## src/rtl/alu_arbiter_if.sv

```systemverilog
// Requester-side bundle for alu_arbiter: two request/response channel pairs.
// Handshake rule for every channel: a transfer happens on a rising clk edge
// where valid and ready are both high; the source holds valid and payload
// stable until that edge, and may drop valid earlier, in which case nothing
// is transferred.
interface alu_arbiter_if #(
    parameter int DATA_W = 32,
    parameter int OP_W   = 4
);
    logic              req0_valid;
    logic              req0_ready;
    logic [DATA_W-1:0] req0_op1;
    logic [DATA_W-1:0] req0_op2;
    logic [OP_W-1:0]   req0_aluop;
    logic              rsp0_valid;
    logic              rsp0_ready;
    logic [DATA_W-1:0] rsp0_result;
    logic              rsp0_zero;
    logic              rsp0_err;

    logic              req1_valid;
    logic              req1_ready;
    logic [DATA_W-1:0] req1_op1;
    logic [DATA_W-1:0] req1_op2;
    logic [OP_W-1:0]   req1_aluop;
    logic              rsp1_valid;
    logic              rsp1_ready;
    logic [DATA_W-1:0] rsp1_result;
    logic              rsp1_zero;
    logic              rsp1_err;

    // Requester side (the two clients).
    modport master (
        output req0_valid, req0_op1, req0_op2, req0_aluop, rsp0_ready,
        input  req0_ready, rsp0_valid, rsp0_result, rsp0_zero, rsp0_err,
        output req1_valid, req1_op1, req1_op2, req1_aluop, rsp1_ready,
        input  req1_ready, rsp1_valid, rsp1_result, rsp1_zero, rsp1_err
    );

    // Arbiter side.
    modport slave (
        input  req0_valid, req0_op1, req0_op2, req0_aluop, rsp0_ready,
        output req0_ready, rsp0_valid, rsp0_result, rsp0_zero, rsp0_err,
        input  req1_valid, req1_op1, req1_op2, req1_aluop, rsp1_ready,
        output req1_ready, rsp1_valid, rsp1_result, rsp1_zero, rsp1_err
    );
endinterface

```

## src/rtl/alu_arbiter.sv

```systemverilog
// alu_arbiter: shares one combinational ALU between two requesters.
// Round-robin grant in IDLE, one EXEC cycle with the ALU driven from latched
// operands, then RESP holds the captured result until the owner accepts it.
// Opcodes the ALU does not implement come back with err set and zero data.
module alu_arbiter #(
    parameter int DATA_W = 32,
    parameter int OP_W   = 4
) (
    input  logic              clk,
    input  logic              rst,
    alu_arbiter_if.slave      bus,
    output logic [DATA_W-1:0] alu_op1,
    output logic [DATA_W-1:0] alu_op2,
    output logic [OP_W-1:0]   alu_op,
    input  logic [DATA_W-1:0] alu_result,
    input  logic              alu_zero,
    output logic              busy,
    output logic [1:0]        dbg_state
);

    typedef enum logic [1:0] {
        IDLE = 2'd0,
        EXEC = 2'd1,
        RESP = 2'd2
    } state_t;

    state_t            state_q, state_d;
    logic              last_grant_q, last_grant_d;
    logic              owner_q, owner_d;
    logic              legal_q, legal_d;
    logic              zero_q, zero_d;
    logic              err_q, err_d;
    logic [DATA_W-1:0] op1_q, op1_d;
    logic [DATA_W-1:0] op2_q, op2_d;
    logic [DATA_W-1:0] result_q, result_d;
    logic [OP_W-1:0]   aluop_q, aluop_d;

    logic grant0;
    logic grant1;
    logic rsp_hs;

    // Opcodes the attached ALU actually implements.
    function automatic logic op_is_legal(input logic [OP_W-1:0] op);
        logic ok;
        case (op)
            OP_W'(0), OP_W'(1), OP_W'(2), OP_W'(6), OP_W'(7),
            OP_W'(8), OP_W'(9), OP_W'(10), OP_W'(13): ok = 1'b1;
            default: ok = 1'b0;
        endcase
        return ok;
    endfunction

    // Round-robin grant: on contention the requester not served last wins.
    always_comb begin
        grant0 = bus.req0_valid & (~bus.req1_valid | last_grant_q);
        grant1 = bus.req1_valid & (~bus.req0_valid | ~last_grant_q);
        rsp_hs = (state_q == RESP) & (owner_q ? bus.rsp1_ready : bus.rsp0_ready);
    end

    assign bus.req0_ready  = (state_q == IDLE) & grant0;
    assign bus.req1_ready  = (state_q == IDLE) & grant1;
    assign bus.rsp0_valid  = (state_q == RESP) & ~owner_q;
    assign bus.rsp1_valid  = (state_q == RESP) & owner_q;
    assign bus.rsp0_result = result_q;
    assign bus.rsp1_result = result_q;
    assign bus.rsp0_zero   = zero_q;
    assign bus.rsp1_zero   = zero_q;
    assign bus.rsp0_err    = err_q;
    assign bus.rsp1_err    = err_q;

    // The ALU only ever sees the latched operation, never the live request.
    assign alu_op1   = op1_q;
    assign alu_op2   = op2_q;
    assign alu_op    = aluop_q;
    assign busy      = (state_q != IDLE);
    assign dbg_state = state_q;

    // Next-state and datapath capture for the IDLE -> EXEC -> RESP cycle.
    always_comb begin
        state_d      = state_q;
        last_grant_d = last_grant_q;
        owner_d      = owner_q;
        legal_d      = legal_q;
        zero_d       = zero_q;
        err_d        = err_q;
        op1_d        = op1_q;
        op2_d        = op2_q;
        result_d     = result_q;
        aluop_d      = aluop_q;
        case (state_q)
            IDLE: begin
                if (bus.req0_ready) begin
                    op1_d   = bus.req0_op1;
                    op2_d   = bus.req0_op2;
                    aluop_d = bus.req0_aluop;
                    legal_d = op_is_legal(bus.req0_aluop);
                    owner_d = 1'b0;
                    state_d = EXEC;
                end else if (bus.req1_ready) begin
                    op1_d   = bus.req1_op1;
                    op2_d   = bus.req1_op2;
                    aluop_d = bus.req1_aluop;
                    legal_d = op_is_legal(bus.req1_aluop);
                    owner_d = 1'b1;
                    state_d = EXEC;
                end
            end
            EXEC: begin
                if (legal_q) begin
                    result_d = alu_result;
                    zero_d   = alu_zero;
                    err_d    = 1'b0;
                end else begin
                    result_d = '0;
                    zero_d   = 1'b0;
                    err_d    = 1'b1;
                end
                state_d = RESP;
            end
            RESP: begin
                if (rsp_hs) begin
                    last_grant_d = owner_q;
                    state_d      = IDLE;
                end
            end
            default: state_d = IDLE;
        endcase
    end

    // State and datapath registers; reset abandons any in-flight operation.
    always_ff @(posedge clk or posedge rst) begin
        if (rst) begin
            state_q      <= IDLE;
            last_grant_q <= 1'b1;
            owner_q      <= 1'b0;
            legal_q      <= 1'b0;
            zero_q       <= 1'b0;
            err_q        <= 1'b0;
            op1_q        <= '0;
            op2_q        <= '0;
            result_q     <= '0;
            aluop_q      <= '0;
        end else begin
            state_q      <= state_d;
            last_grant_q <= last_grant_d;
            owner_q      <= owner_d;
            legal_q      <= legal_d;
            zero_q       <= zero_d;
            err_q        <= err_d;
            op1_q        <= op1_d;
            op2_q        <= op2_d;
            result_q     <= result_d;
            aluop_q      <= aluop_d;
        end
    end

endmodule

```

## src/flat_wrapper.sv

```systemverilog
// flat-port wrapper written by rule: the top's interface ports become plain ports
module alu_arbiter_flat 
#(
    parameter int DATA_W = 32,
    parameter int OP_W   = 4
)
  (clk, rst, alu_op1, alu_op2, alu_op, alu_result, alu_zero, busy, dbg_state, bus_req0_valid, bus_req0_op1, bus_req0_op2, bus_req0_aluop, bus_rsp0_ready, bus_req0_ready, bus_rsp0_valid, bus_rsp0_result, bus_rsp0_zero, bus_rsp0_err, bus_req1_valid, bus_req1_op1, bus_req1_op2, bus_req1_aluop, bus_rsp1_ready, bus_req1_ready, bus_rsp1_valid, bus_rsp1_result, bus_rsp1_zero, bus_rsp1_err);
  alu_arbiter_if #(.DATA_W(DATA_W), .OP_W(OP_W)) bus_i ();
  input  logic clk;
  input  logic rst;
  output logic [DATA_W-1:0] alu_op1;
  output logic [DATA_W-1:0] alu_op2;
  output logic [OP_W-1:0] alu_op;
  input  logic [DATA_W-1:0] alu_result;
  input  logic alu_zero;
  output logic busy;
  output logic [1:0] dbg_state;
  input wire logic [$bits(bus_i.req0_valid)-1:0] bus_req0_valid;
  input wire logic [$bits(bus_i.req0_op1)-1:0] bus_req0_op1;
  input wire logic [$bits(bus_i.req0_op2)-1:0] bus_req0_op2;
  input wire logic [$bits(bus_i.req0_aluop)-1:0] bus_req0_aluop;
  input wire logic [$bits(bus_i.rsp0_ready)-1:0] bus_rsp0_ready;
  output wire logic [$bits(bus_i.req0_ready)-1:0] bus_req0_ready;
  output wire logic [$bits(bus_i.rsp0_valid)-1:0] bus_rsp0_valid;
  output wire logic [$bits(bus_i.rsp0_result)-1:0] bus_rsp0_result;
  output wire logic [$bits(bus_i.rsp0_zero)-1:0] bus_rsp0_zero;
  output wire logic [$bits(bus_i.rsp0_err)-1:0] bus_rsp0_err;
  input wire logic [$bits(bus_i.req1_valid)-1:0] bus_req1_valid;
  input wire logic [$bits(bus_i.req1_op1)-1:0] bus_req1_op1;
  input wire logic [$bits(bus_i.req1_op2)-1:0] bus_req1_op2;
  input wire logic [$bits(bus_i.req1_aluop)-1:0] bus_req1_aluop;
  input wire logic [$bits(bus_i.rsp1_ready)-1:0] bus_rsp1_ready;
  output wire logic [$bits(bus_i.req1_ready)-1:0] bus_req1_ready;
  output wire logic [$bits(bus_i.rsp1_valid)-1:0] bus_rsp1_valid;
  output wire logic [$bits(bus_i.rsp1_result)-1:0] bus_rsp1_result;
  output wire logic [$bits(bus_i.rsp1_zero)-1:0] bus_rsp1_zero;
  output wire logic [$bits(bus_i.rsp1_err)-1:0] bus_rsp1_err;
  assign bus_i.req0_valid = bus_req0_valid;
  assign bus_i.req0_op1 = bus_req0_op1;
  assign bus_i.req0_op2 = bus_req0_op2;
  assign bus_i.req0_aluop = bus_req0_aluop;
  assign bus_i.rsp0_ready = bus_rsp0_ready;
  assign bus_req0_ready = bus_i.req0_ready;
  assign bus_rsp0_valid = bus_i.rsp0_valid;
  assign bus_rsp0_result = bus_i.rsp0_result;
  assign bus_rsp0_zero = bus_i.rsp0_zero;
  assign bus_rsp0_err = bus_i.rsp0_err;
  assign bus_i.req1_valid = bus_req1_valid;
  assign bus_i.req1_op1 = bus_req1_op1;
  assign bus_i.req1_op2 = bus_req1_op2;
  assign bus_i.req1_aluop = bus_req1_aluop;
  assign bus_i.rsp1_ready = bus_rsp1_ready;
  assign bus_req1_ready = bus_i.req1_ready;
  assign bus_rsp1_valid = bus_i.rsp1_valid;
  assign bus_rsp1_result = bus_i.rsp1_result;
  assign bus_rsp1_zero = bus_i.rsp1_zero;
  assign bus_rsp1_err = bus_i.rsp1_err;
  alu_arbiter #(.DATA_W(DATA_W), .OP_W(OP_W)) u_core (.clk(clk), .rst(rst), .bus(bus_i), .alu_op1(alu_op1), .alu_op2(alu_op2), .alu_op(alu_op), .alu_result(alu_result), .alu_zero(alu_zero), .busy(busy), .dbg_state(dbg_state));
endmodule
```

## config.mk

```make
export PLATFORM = sky130hd
export DESIGN_NAME = alu_arbiter_flat
export DESIGN_NICKNAME = d
export VERILOG_FILES = /design/src/rtl/alu_arbiter_if.sv /design/src/rtl/alu_arbiter.sv /design/src/flat_wrapper.sv
export SDC_FILE = /design/constraint.sdc
export NUM_CORES = 1
export LEC_CHECK = 0
export ABC_AREA = 1
export CAP_MARGIN = 5
export CORE_AREA = 2 2 124 126
export CTS_CLUSTER_SIZE = 8
export DETAILED_ROUTE_END_ITERATION = 8
export DIE_AREA = 0 0 126 128
export PLACE_DENSITY_LB_ADDON = 0.25
export SLEW_MARGIN = 5
export SYNTH_ARGS = -nofsm -noshare
export SYNTH_HDL_FRONTEND = slang
export SYNTH_SLANG_ARGS = --single-unit
```

## constraint.sdc

```tcl
create_clock -name clk -period 5.7 [get_ports clk]
set_input_delay 1.14 -clock clk [delete_from_list [all_inputs] [get_ports clk]]
set_output_delay 1.14 -clock clk [all_outputs]
set_load 0.02 [all_outputs]
```

==> results.yml, run 1 <==
status:
  status: "finished clean"
setup_path:
  crit_start: "bus_req1_valid"
  critPathArrivalTime_ps: 2650
  r2r-start: "u_core.dbg_state[0]"
  end_kind: "primary output"
  rrSetupSlack_ps: 3600
  endpoint: "bus_req0_ready"
  r2r_cells: 4
  cp-start-kind: "input pin"
  critPathMaxFanout: 3
  timing_worst_setup_path_type: "input pin to primary output"
  crit_required_ps: 4560
  rr_endpoint: "u_core.bus.rsp0_result[8]"
clock_network:
  numCtsBuffers: 9
  postCtsHoldBufs: 0
  cts_tree: "done"
  htree_levels: 3
  postCtsSetupBuffers: 0
  cts_resized: 0
  cts_num_sinks: 107
  cts_root_buf: "clkbuf_16"
  clkLatencyLatePin_ps: 340
  path_clk_slew_ps: 70
  cts_max_path_buffers: 2
grt:
  grt_antenna_before_repair: 0
  grt_overflow: 0
  grt_pass1_vias: 4910
  grt_usage_pct: 20.2
  grt_pass1_wl_mm: 25.5
  grt_max_degree: 72
sta:
  slew_headroom_pct: 33.9
  setup_violations: 0
  hold_violations: 0
  rsz0062_at_grt: "no"
  tns_ps: 0
  fmax_ghz: 0.264
  worst_pin_slew_ps: 985
  holdWs_ps: 480
  period_needed_ps: 3790
  finalCritPeriodShare_pct: 66.5
  clock_skew_ps: 7.12
  maxSlewViolCount: 0
synthesis:
  yosys.area.top_type: "dfrtp_1"
  synth_seq_cells: 107
  synth_common_cells: "nand2_1, dfrtp_1, inv_1"
  yosysMostFrequentCell: "nand2_1"
  synth.avg_cell_area_um2: 8.52
  synthTopCellsByArea: "dfrtp_1, nand2_1, o211ai_1"
  ys_warn_count: 0
  synthArstFlopShare_pct: 100
  synth_edf_count: 0
  synth.net_count: 778
  synth-seq-area-share_pct: 52.1
  synthFlopType: "dfrtp_1"
  ys_types: 19
  synth_top_cell_area_share_pct: 51.6
  netlist_instances: 603
  syn-cell-area_mm2: 0.00514
routing:
  ant_nets: 0
  via_per_inst: 4.57
  firstDrtPassIters: 4
  routedWlPerCell_um: 15.1
  drtIter0Drc: 178
  remaining_drc_errors: 0
  wirelength_mm: 16.0
  via_count: 4842
die:
  fp.dieArea_mm2: 0.0161
  rows: 45
  ios: 318
  die_w_um: 126
  start_util_pct: 34.6
  dieHeight_um: 128
  core_mm2: 0.0149
cells_and_area:
  layout-drive-gt1-share_pct: 3.21
  insertedDiodeCount: 0
  post-route-util_pct: 57.0
  areaGrowthSynthToFinish_pct: 64.9
  layout.nets: 1042
  multi_input_area_mm2: 0.00176
  fillCellCount: 1383
  ff_latch_area_mm2: 0.00268
pwr:
  p_leak_nw: 4.08
  vdd_drop_max_mv: 0.281
  power_density_mw_per_mm2: 508
job:
  drv_cap: 0
place:
  gp_congestion: 0.814
  hpwl_mm: 11.9
  io_buffers: 317
worst_hold_path:
  hold_path.class: "flip-flop to flip-flop"
-- flip-flops by register name, summed over array words and instances (netlist names) --
signal	count
u_core.last_grant_q	1
u_core.legal_q	1
u_core.alu_op1	32
u_core.dbg_state	2
u_core.alu_op2	32
u_core.bus.rsp0_err	1
u_core.owner_q	1
u_core.bus.rsp0_result	32
u_core.alu_op	4
u_core.bus.rsp0_zero	1
-- per-stage QoR --
stage | std cells | setup WS [ps] | cell area [µm²] | power (mW)
after floorplan | 603 | 1740 | 5140 | 2.68
after global placement | 1044 | 1930 | 8190 | 3.74
after detailed placement | 1044 | 1880 | 8190 | 3.77
after CTS | 1060 | 1880 | 8470 | 4.38
after global routing | 1060 | 1840 | 8470 | 4.61
final | 1060 | 1910 | 8470 | 4.31
-- worst min path at each step --
stage	startpoint	depth (start not counted)	to
floorplan	u_core.legal_q	2	u_core.legal_q
global route	u_core.alu_op1[19]	2	u_core.alu_op1[19]
finish	u_core.alu_op1[15]	2	u_core.alu_op1[15]
CTS	u_core.alu_op1[13]	2	u_core.alu_op1[13]
detailed placement	u_core.alu_op1[6]	2	u_core.alu_op1[6]
global placement	u_core.alu_op1[7]	2	u_core.alu_op1[7]
-- critical path: stages --
cell and delay [ps]:
clkdlybuf4s50_1 440, nand2_1 160, inv_1 50, nor2_1 220, clkdlybuf4s50_1 650
-- layout make-up --
type                       count  area share, %
timing repair buffer         322           37.9
sequential                   107           31.6
tap                          188           2.78
clock inverter                 7          0.620
clock buffer                   9           2.66
inverter                      83           3.71
multi-input combinational    344           20.7
-- metal layers --
| metal | routed length, µm | track usage [%] | vias up |
|---|---|---|---|
| met4 | 535 | 9.18 | 0 |
| li1 | - | - | 2429 |
| met3 | 984 | 4.51 | 35 |
| met1 | 6480 | 23.3 | 2188 |
| met5 | 0 | 0 | - |
| met2 | 7990 | 35.7 | 190 |
-- cells in the final DEF (no fill, tap or decap) --
cell type        instances
a21oi_1                  2
a21oi_4                  1
a22o_1                  33
buf_4                    5
clkbuf_16                9
clkdlybuf4s50_1        317
clkinv_1                 2
clkinv_2                 2
clkinvlp_4               3
dfrtp_1                106
dfstp_2                  1
inv_1                   78
inv_2                    2
inv_4                    1
inv_6                    1
inv_8                    1
nand2_1                221
nand3_1                  5
nand3_4                  1
nor2_1                   7
nor2_2                   1
o211ai_1                67
o21a_1                   1
o21ai_0                  5
-- cell families after synthesis --
logic type | count (synthesis) | share of synthesized area (%)
flops | 107 | 52.1
compound gates | 109 | 16.6
simple gates | 235 | 17.4
buf+inv | 152 | 14.0
-- power breakdown --
part,internal (mW),switching (mW)
combinational,1.09,1.32
sequential,1.10,0.203
clock,0.300,0.288
(Power assumes the default switching activity.)
==> run 2: changes to the inputs <==
--- a/config.mk
+++ b/config.mk
@@ -7,10 +7,10 @@
 export LEC_CHECK = 0
 export ABC_AREA = 1
 export CAP_MARGIN = 5
-export CORE_AREA = 2 2 124 126
+export CORE_AREA = 2 2 125 127
 export CTS_CLUSTER_SIZE = 8
 export DETAILED_ROUTE_END_ITERATION = 8
-export DIE_AREA = 0 0 126 128
+export DIE_AREA = 0 0 127 129
 export PLACE_DENSITY_LB_ADDON = 0.25
 export SLEW_MARGIN = 5
 export SYNTH_ARGS = -nofsm -noshare
==> constraint.sdc (replaced) <==
create_clock -name clk -period 3.8 [get_ports clk]
set_input_delay 0.76 -clock clk [delete_from_list [all_inputs] [get_ports clk]]
set_output_delay 0.76 -clock clk [all_outputs]
set_load 0.02 [all_outputs]
==> run 2 against run 1 <==
Against the previous run:
- non-clock buffer count grew 2
- largest cell class unchanged
- via count up 1.3%
- global-route usage decreased by 0.46 points
- clock skew is 3.2 ps higher
- sequential share of layout area is 0.14 points lower
- critical path depth stayed put
- worst setup slack worse by 1200 ps
==> results.yml, run 2 (synthesized netlist as in run 1, its figures left out) <==
status:
  status: "finished clean"
sta:
  period_needed_ps: 3040
  clock_skew_ps: 10.3
  layout_setup_ws_ps: 757
  maxSlewViolCount: 0
  hold_violations: 0
  holdWs_ps: 480
  tns_ps: 0
  slew_headroom_pct: 32.8
  finalCritPeriodShare_pct: 80.1
  worst_pin_slew_ps: 1000
  setup_violations: 0
  rsz0062_at_grt: "no"
  fmax_ghz: 0.329
cells_and_area:
  final_cells: 1062
  final_common_cell: "clkdlybuf4s50_1"
  ff_latch_area_mm2: 0.00268
  insertedDiodeCount: 0
  final_cell_area_mm2: 0.00851
  areaGrowthSynthToFinish_pct: 65.6
  multi_input_area_mm2: 0.00176
  fillCellCount: 1405
  layout.nets: 1044
  final_cell_mix: "clkdlybuf4s50_1, nand2_1, dfrtp_1"
  post-route-util_pct: 56.8
  layout-drive-gt1-share_pct: 3.43
place:
  postPlaceCellArea_mm2: 0.00823
  io_buffers: 317
  place_ws_ps: 747
  dp_cells: 1046
  gp_congestion: 0.795
  hpwl_mm: 12.1
clock_network:
  path_clk_slew_ps: 70
  clkLatencyLatePin_ps: 350
  postCtsSetupBuffers: 0
  htree_levels: 3
  cts_tree: "done"
  cts_resized: 0
  cts_max_path_buffers: 2
  numCtsBuffers: 9
  cts_root_buf: "clkbuf_16"
  cts_num_sinks: 107
  postCtsHoldBufs: 0
pwr:
  power_density_mw_per_mm2: 764
  p_leak_nw: 4.10
  vdd_drop_max_mv: 0.346
  total_power_mw: 6.50
setup_path:
  critPathArrivalTime_ps: 2280
  end_kind: "primary output"
  timing_worst_setup_path_type: "input pin to primary output"
  cp_top_family: "buffers and inverters"
  critPathBufInv: 3
  crit_chain: "clkdlybuf4s50_1, nand2_1, inv_1, nor2_1, clkdlybuf4s50_1"
  critPathMaxFanout: 3
  crit_required_ps: 3040
  cp-start-kind: "input pin"
  cpMostUsedCell: "clkdlybuf4s50_1"
  crit_slowest_cell: "clkdlybuf4s50_1"
  cpPeakStageDelay_ps: 660
routing:
  drtIter0Drc: 229
  firstDrtPassIters: 5
  via_per_inst: 4.62
  wirelength_mm: 16.3
  ant_nets: 0
  via_count: 4904
  remaining_drc_errors: 0
  routedWlPerCell_um: 15.3
grt:
  grt_pass1_vias: 4749
  grt_max_degree: 72
  grt_antenna_before_repair: 0
  grt_usage_pct: 19.7
  grt_pass1_wl_mm: 25.2
  grt_overflow: 0
die:
  die_w_um: 127
  fp.dieArea_mm2: 0.0164
  ios: 318
  rows: 45
  start_util_pct: 34.3
  dieHeight_um: 129
  core_mm2: 0.0150
worst_hold_path:
  hold_path.class: "flip-flop to flip-flop"
job:
  drv_cap: 0
-- run 2: layer usage --
metal | share of wire [%] | global-route usage (%)
met1 | 40 | 22.8
met5 | 0 | 0
met4 | 2.8 | 8.34
met2 | 50 | 34.9
met3 | 7.8 | 4.95
-- run 2: worst paths after layout --
path	from	endpoint	slack (ps)	depth (start not counted)
max in group asynchronous	rst	u_core.last_grant_q	2200	3
setup / recovery	bus_req1_valid	bus_req0_ready	760	5
hold reg to reg	u_core.alu_op1[26]	u_core.alu_op1[26]	480	2
hold / removal	u_core.alu_op1[26]	u_core.alu_op1[26]	480	2
min in group asynchronous	rst	u_core.alu_op1[8]	790	2
setup reg to reg	u_core.dbg_state[0]	u_core.alu_op2[31]	1760	5
-- run 2: worst register-to-register path, cell delays in order, from the launching register on --
cell,delay [ps]
dfrtp_1,420
nor2_2,260
nand3_4,510
buf_12,420
o211ai_1,260
nand2_1,70
-- run 2: layout make-up --
cell class / count / share of cell area (%)
clock inverters: 7 / 0.603
clock buffers: 9 / 2.65
flip-flops and latches: 107 / 31.5
repair buffers: 324 / 38.2
well taps: 188 / 2.76
inverters: 83 / 3.69
multi-input cells: 344 / 20.6
-- run 2: power breakdown --
| part | internal (mW) | switching (mW) |
|---|---|---|
| sequential | 1.65 | 0.309 |
| combinational | 1.65 | 1.99 |
| clock | 0.449 | 0.439 |
| total | 3.76 | 2.74 |
==> run 3: changes to the inputs <==
==> constraint.sdc (replaced) <==
create_clock -name clk -period 2.8 [get_ports clk]
set_input_delay 0.56 -clock clk [delete_from_list [all_inputs] [get_ports clk]]
set_output_delay 0.56 -clock clk [all_outputs]
set_load 0.02 [all_outputs]
==> run 3 against run 2 <==
Against the previous run:
- core utilization grew 0.46 points
- hold slack lost 0.85 ps
- routed wire length shrank 2.2%
- register-to-register slack lost 890 ps
- clock power grew 37%
- sequential power grew 36%
- sequential share of layout area shrank 0.25 points
- global-route usage grew 0.069 points
- first-iteration DRC count shrank 15%
- die area is the same
- total power grew 37%
- via count shrank 0.67%
==> results.yml, run 3 (synthesized netlist as in run 1, its figures left out) <==
status:
  status: "finished clean"
sta:
  hold_violations: 0
  fmax_ghz: 0.377
  rsz0062_at_grt: "no"
  slew_headroom_pct: 34.9
  period_needed_ps: 2650
  maxSlewViolCount: 0
  clock_skew_ps: 5.66
  layout_setup_ws_ps: 146
  worst_pin_slew_ps: 970
  setup_violations: 0
  finalCritPeriodShare_pct: 94.8
  tns_ps: 0
grt:
  grt_pass1_wl_mm: 25.4
  grt_overflow: 0
  grt_usage_pct: 19.8
  grt_pass1_vias: 4771
  grt_antenna_before_repair: 0
  grt_max_degree: 108
clock_network:
  cts_num_sinks: 107
  cts_resized: 0
  cts_tree: "done"
  cts_root_buf: "clkbuf_16"
  numCtsBuffers: 9
  postCtsHoldBufs: 0
  cts_max_path_buffers: 2
  htree_levels: 3
  clkLatencyLatePin_ps: 350
  postCtsSetupBuffers: 0
  path_clk_slew_ps: 70
setup_path:
  rr_endpoint: "u_core.bus.rsp0_result[19]"
  critPathMaxFanout: 3
  cp-start-kind: "input pin"
  r2r_cells: 5
  timing_worst_setup_path_type: "input pin to primary output"
  end_kind: "primary output"
  crit_required_ps: 2240
  rrSetupSlack_ps: 870
  critPathArrivalTime_ps: 2090
  r2r-start: "u_core.dbg_state[0]"
cells_and_area:
  insertedDiodeCount: 0
  final_common_cell: "clkdlybuf4s50_1"
  areaGrowthSynthToFinish_pct: 67.0
  final_cells: 1064
  layout.nets: 1046
  layout-drive-gt1-share_pct: 3.65
  final_cell_mix: "clkdlybuf4s50_1, nand2_1, dfrtp_1"
worst_hold_path:
  hold_path.class: "flip-flop to flip-flop"
  min_to: "u_core.alu_op2[27]"
  holdPathStages: 2
  min-delay-start: "u_core.alu_op2[27]"
pwr:
  total_power_mw: 8.93
  p_leak_nw: 4.12
  power_density_mw_per_mm2: 1040
  vdd_drop_max_mv: 0.458
die:
  core_mm2: 0.0150
  dieHeight_um: 129
  fp.dieArea_mm2: 0.0164
  ios: 318
  die_w_um: 127
  start_util_pct: 34.3
  rows: 45
routing:
  firstDrtPassIters: 4
  via_per_inst: 4.58
  routedWlPerCell_um: 15.0
  remaining_drc_errors: 0
  ant_nets: 0
  via_count: 4871
  wirelength_mm: 15.9
  drtIter0Drc: 195
place:
  dp_cells: 1048
  hpwl_mm: 11.8
  gp_congestion: 0.800
  io_buffers: 317
  place_ws_ps: 116
job:
  drv_cap: 0
[run 3: cell types whose count changed in the layout (fill, tap and decap cells not counted), moves of 2 or more]
cell	change
buf_12	+4
clkinvlp_4	+4
buf_4	-2
inv_6	-2
[run 3: stage by stage]
step / util, % / cell area [µm²] / hold slack (ps)
4_1_cts: 57.3 / 8580 / 484
6_report: 57.3 / 8580 / 479
3_3_place_gp: 55.4 / 8300 / 461
5_1_grt: 57.3 / 8580 / 492
2_1_floorplan: - / 5140 / 449
3_5_place_dp: 55.4 / 8300 / 464
[run 3: worst max-delay path by stage]
stage / startpoint / to / depth (start not counted) / slack [ps]
floorplan: rst / u_core.alu_op1[0] / 1 / 950
global placement: bus_req1_valid / bus_req0_ready / 5 / 90
detailed placement: bus_req1_valid / bus_req0_ready / 5 / 120
CTS: bus_req1_valid / bus_req0_ready / 5 / 90
global route: bus_req1_valid / bus_req0_ready / 5 / 0.1
finish: bus_req1_valid / bus_req0_ready / 5 / 150
[run 3: report_power, final]
part	total (mW)	switching (mW)	internal, mW
Combinational	5.04	2.72	2.32
Clock	1.22	0.609	0.609
Sequential	2.66	0.418	2.25
Total	8.93	3.75	5.18
[run 3: area by class of cell]
| class | instances | area [µm²] |
|---|---|---|
| Multi-Input combinational cell | 344 | 1760 |
| Clock buffer | 9 | 225 |
| Inverter | 83 | 315 |
| Sequential cell | 107 | 2680 |
| Tap cell | 188 | 235 |
| Timing Repair Buffer | 326 | 3320 |
| Clock inverter | 7 | 53.8 |
| Fill cell | 1343 | 6400 |
[run 3: metal layers]
metal / track usage [%] / up-vias / wire, µm
li1: - / 2440 / -
met1: 23.8 / 2201 / 6480
met2: 33.5 / 200 / 7800
met4: 8.47 / 0 / 476
met5: 0 / - / 0
met3: 5.41 / 30 / 1160
[run 3: critical path: stages]
cell             delay, ps
clkdlybuf4s50_1        440
nand2_1                140
inv_1                   50
nor2_1                 240
clkdlybuf4s50_1        670
